**config.mk**
```make
export PLATFORM = sky130hd
export DESIGN_NAME = fwd_hazard_scoreboard
export DESIGN_NICKNAME = d
export VERILOG_FILES = /design/src/rtl/fwd_hazard_scoreboard.sv
export SDC_FILE = /design/constraint.sdc
export NUM_CORES = 1
export LEC_CHECK = 0
export CAP_MARGIN = 20
export CORE_MARGIN = 2
export CORE_UTILIZATION = 49
export CTS_BUF_LIST = sky130_fd_sc_hd__clkbuf_16
export DETAILED_ROUTE_END_ITERATION = 12
export PLACE_DENSITY = 0.77
export SYNTH_ARGS = -nofsm -noshare
export SYNTH_HDL_FRONTEND = slang
export SYNTH_SLANG_ARGS = --single-unit
```
**constraint.sdc**
```tcl
create_clock -name clk -period 2.6 [get_ports clk]
set_input_delay 0.52 -clock clk [delete_from_list [all_inputs] [get_ports clk]]
set_output_delay 0.52 -clock clk [all_outputs]
set_load 0.1 [all_outputs]
```
**src/rtl/fwd_hazard_scoreboard.sv**
```systemverilog
// Forwarding / load-use hazard unit with a shifting producer scoreboard
// covering the DEPTH stages after ID.
module fwd_hazard_scoreboard #(
    parameter int NUM_SRC    = 2,
    parameter int DEPTH      = 3,
    parameter int LOAD_READY = 3,
    parameter int REG_AW     = 5,
    parameter int CNT_W      = 16,
    localparam int SELW      = $clog2(DEPTH + 1)
) (
    input  logic                      clk,
    input  logic                      reset,
    input  logic                      id_valid,
    input  logic [NUM_SRC*REG_AW-1:0] id_src,
    input  logic [NUM_SRC-1:0]        id_src_used,
    input  logic [REG_AW-1:0]         id_rd,
    input  logic                      id_regwrite,
    input  logic                      id_is_load,
    input  logic                      pipe_stall,
    input  logic                      flush,
    output logic                      hazard_stall,
    output logic                      ex_valid,
    output logic [NUM_SRC*SELW-1:0]   ex_fwd_sel,
    output logic [CNT_W-1:0]          stall_count
);

    logic              ent_valid [1:DEPTH];
    logic [REG_AW-1:0] ent_rd    [1:DEPTH];
    logic              ent_rw    [1:DEPTH];
    logic              ent_ld    [1:DEPTH];

    logic [DEPTH:1]           hit [NUM_SRC];
    logic                     load_hit;
    logic [NUM_SRC*SELW-1:0]  sel_next;
    logic                     bubble;
    logic                     fwd_ok;

    // hit[s][k]: stage k holds a live producer of source s (r0 excluded)
    always_comb begin
        for (int s = 0; s < NUM_SRC; s++) begin
            for (int k = 1; k <= DEPTH; k++) begin
                hit[s][k] = ent_valid[k] && ent_rw[k]
                          && (ent_rd[k] != '0)
                          && (ent_rd[k] == id_src[s*REG_AW +: REG_AW]);
            end
        end
    end

    always_comb begin
        load_hit = 1'b0;
        for (int s = 0; s < NUM_SRC; s++) begin
            for (int k = 1; k <= DEPTH; k++) begin
                if (k <= LOAD_READY - 2 && id_src_used[s]
                    && hit[s][k] && ent_ld[k]) begin
                    load_hit = 1'b1;
                end
            end
        end
        hazard_stall = id_valid && !flush && !reset && load_hit;
    end

    // Scan oldest to youngest so the youngest producer overwrites
    always_comb begin
        sel_next = '0;
        for (int s = 0; s < NUM_SRC; s++) begin
            for (int k = DEPTH - 1; k >= 1; k--) begin
                if (id_src_used[s] && hit[s][k]) begin
                    sel_next[s*SELW +: SELW] = SELW'(k + 1);
                end
            end
        end
    end

    assign bubble = flush || hazard_stall || !id_valid;

    always_ff @(posedge clk or posedge reset) begin
        if (reset) begin
            for (int k = 1; k <= DEPTH; k++) begin
                ent_valid[k] <= 1'b0;
                ent_rd[k]    <= '0;
                ent_rw[k]    <= 1'b0;
                ent_ld[k]    <= 1'b0;
            end
            ex_valid    <= 1'b0;
            ex_fwd_sel  <= '0;
            stall_count <= '0;
        end else if (!pipe_stall) begin
            for (int k = 2; k <= DEPTH; k++) begin
                ent_valid[k] <= ent_valid[k-1];
                ent_rd[k]    <= ent_rd[k-1];
                ent_rw[k]    <= ent_rw[k-1];
                ent_ld[k]    <= ent_ld[k-1];
            end
            if (bubble) begin
                ent_valid[1] <= 1'b0;
                ent_rd[1]    <= '0;
                ent_rw[1]    <= 1'b0;
                ent_ld[1]    <= 1'b0;
                ex_valid     <= 1'b0;
                ex_fwd_sel   <= '0;
            end else begin
                ent_valid[1] <= 1'b1;
                ent_rd[1]    <= id_rd;
                ent_rw[1]    <= id_regwrite;
                ent_ld[1]    <= id_is_load;
                ex_valid     <= 1'b1;
                ex_fwd_sel   <= sel_next;
            end
            if (hazard_stall && stall_count != '1) begin
                stall_count <= stall_count + 1'b1;
            end
        end
    end

    // A select must never point at a load whose data is not yet available
    always_comb begin
        fwd_ok = 1'b1;
        for (int s = 0; s < NUM_SRC; s++) begin
            for (int k = 1; k <= DEPTH; k++) begin
                if (ex_fwd_sel[s*SELW +: SELW] == SELW'(k)
                    && k < LOAD_READY
                    && ent_valid[k] && ent_ld[k]) begin
                    fwd_ok = 1'b0;
                end
            end
        end
    end

    assert property (@(posedge clk) disable iff (reset) fwd_ok);

endmodule

```
==> results by group <==
Timing
  – Setup TNS: 0 ns
  – Final Skew: 0.004327 ns
  – Post-route minimum period: 2.555 ns
  – Final Hold Vio Count: 0
  – Part of the cycle the worst path needs: 98.28%
  – Worst slew pin tran: 0.4593 ns
  – Slew Viols, Final: 0
  – F_max: 391.3 MHz
  – Relative slew margins: 69.26%
  – Final setup viols: 0
  – Setup ws final: 0.04467 ns

Detailed routing
  – DR vias: 1433
  – Number of remaining DRC errors: 0
  – ANT nets after route: 0
  – Post-DR wirelength/cell: 16.12 µm
  – Final WL: 4271 µm
  – DRT iter0 DRCs: 61
  – First-pass iteration count of the detailed router: 4
  – Number of vias per cell: 5.408

Clock network
  – Clock slew at reported path FFs: 0.05 ns
  – TritonCTS clock tree: built
  – CTS H-tree depth: 2
  – Hold buffers post-CTS: 0
  – Maximum clock path buffer count: 2
  – Root Buffer: clkbuf_16
  – Clk_lat worst skew: 0.28 ns
  – TritonCTS Buffers: 5
  – CTS Sinks: 35

Layout
  – Fin cells: 265
  – Ant diodes: 0
  – Fin nets: 241
  – Layout cells sized above 1: 30.41%
  – Final instance area: 2554 µm²
  – Area grow syn2layout: 39.70%

Logic synthesis
  – Ys Warns: 0
  – Post-Syn Area: 1828 µm²
  – Most common cell in the netlist: dfrtp_1
  – Post-synth ARST share: 100.0%
  – Synth cell count leaders: 35 x dfrtp_1, 18 x xnor2_1, 17 x xor2_1, 9 x a22o_1, 8 x mux2_2
  – Dominant cell type by area after synthesis: dfrtp_1
  – Top cells by area, synth: dfrtp_1 48%, xnor2_1 8.6%, xor2_1 8.1%
  – Sequential cell area fraction in the yosys report: 47.91%
  – Synth top area share: 47.91%
  – Post-synth EDFFs: 0
  – Post-synthesis register bit count: 35
  – Main synth FF type: dfrtp_1
  – Avg Cell Area, Syn: 12.19 µm²
  – Syn Nets: 175
  – Yosys cell types: 34
  – Mapped Cells: 150

Run status
  – Status: complete, no violations

Die
  – Die ar.: 4235 µm²
  – Die Span Y: 65.08 µm
  – Die width: 65.08 µm
  – Core area: 3633 µm²
  – # IOs: 46
  – FP Rows: 22
  – Starting Density: 50.31%

Power
  – Final Power: 0.001386 W
  – Lkg Pwr: 1.206 nW
  – Cell Pwr Density: 542.9 nW/µm²
  – Peak supply drop: 0.3904 mV

Worst setup path
  – Critical path type: primary input to output pin
  – WP data arrival: 2.04 ns
  – Critical path fanouts, max: 3
  – Setup crit start kind: primary input
  – Critical Path RT: 2.08 ns
  – Setup crit end kind: output pin

Placement
  – Post-detail-place hpwl: 3013 µm
  – Gp weighted congestion: 0.7790
  – Post-DP Area: 2365 µm²
  – Pre-CTS WS: -0.04432 ns
  – IO Port Bufs: 45
  – Cells after DPL: 254

GRT
  – Tot GR Track Use: 21.92%
  – Grt total ovfl: 0
  – First-pass GRT wire length: 6851 µm
  – Vias in the first global route: 1458
  – Antenna violations before repair: 0
  – Pin count of the biggest net entering global routing: 36

Worst hold path
  – Min-delay worst type: flip-flop to flip-flop

Flow run
  – Maxcap violations: 0
==> through the flow <==
stage,hold slack (ns),util (%)
finish,0.5084,70.28
global route,0.5275,70.28
CTS,0.5084,69.80
global placement,0.4777,65.08
floorplan,0.4711,-
detailed placement,0.4947,65.08
==> sequential cells by signal (all words and copies together), names as in the netlist <==
| name | cells |
|---|---|
| ex_fwd_sel | 4 |
| ent_rd | 10 |
| ent_valid | 2 |
| ent_ld | 1 |
| ent_rw | 2 |
| stall_count | 16 |
==> final timing paths <==
kind | from | to | slack [ns] | cells past startpoint
hold / removal | stall_count[11] | stall_count[11] | 0.51 | 1
setup reg to reg | ent_rd[10] | stall_count[5] | 0.33 | 9
setup / recovery | id_src[0] | hazard_stall | 0.04 | 6
hold reg to reg | stall_count[11] | stall_count[11] | 0.51 | 1
min in group asynchronous | reset | ent_ld[2] | 0.69 | 3
max in group asynchronous | reset | ent_rd[9] | 1.60 | 3
==> critical path, stage by stage <==
cell and delay (ns):
clkdlybuf4s50_1 0.46, xor2_1 0.17, nor4_2 0.31, nand3_2 0.16, a21oi_4 0.22, buf_12 0.19
==> final cells by class <==
class | instances | area [µm²]
Timing Repair Buffer | 64 | 553.0
Inverter | 2 | 7.507
Clock buffer | 5 | 125.1
Multi-Input combinational cell | 108 | 893.4
Tap cell | 48 | 60.06
Clock inverter | 3 | 38.79
Sequential cell | 35 | 875.8
Fill cell | 275 | 1080
==> power by group <==
| group | internal, W | switching, W | leakage, nW |
|---|---|---|---|
| Sequential | 0.000561 | 0.0000218 | 0.481 |
| Clock | 0.000446 | 0.000214 | 0.0812 |
| Combinational | 0.0000776 | 0.0000656 | 0.643 |
==> logic make-up after synthesis <==
group           Yosys count  share of synthesized area [%]
flops                    35                          47.91
simple gates             42                          15.19
xor+xnor                 35                          16.77
buf+inv                   7                          3.627
compound gates           22                          10.88
fa+ha+maj                 1                         0.6844
mux                       8                          4.928
==> cell usage in the layout, fill, tap and decap left out, types with 2 or more instances in the layout <==
cell	instances
a32o_1	2
nand3_2	3
or4_1	2
mux2_2	8
a21oi_4	2
xor2_1	17
a22o_1	9
inv_1	2
nor2_1	4
clkbuf_16	5
and2_1	2
nand2_1	5
buf_4	40
clkdlybuf4s50_1	22
nand3_1	7
o211ai_1	2
o21ai_0	2
and3_1	4
dfrtp_1	35
nand4_1	6
xnor2_1	18
nor4_1	3
==> layer usage <==
layer	track usage [%]	up-vias	share of wire, %
met5	0	-	0
met3	5.208	5	4.2
met2	39.18	33	52
met1	24.89	717	42
met4	9.375	0	1.5
li1	-	678	-
==> timing repair <==
action	in CTS	in global routing
pin swaps	2	4
endpoints found under the setup margin	1	1
gates resized for setup	0	1
buffers inserted	1	2
(Power assumes the default switching activity.)
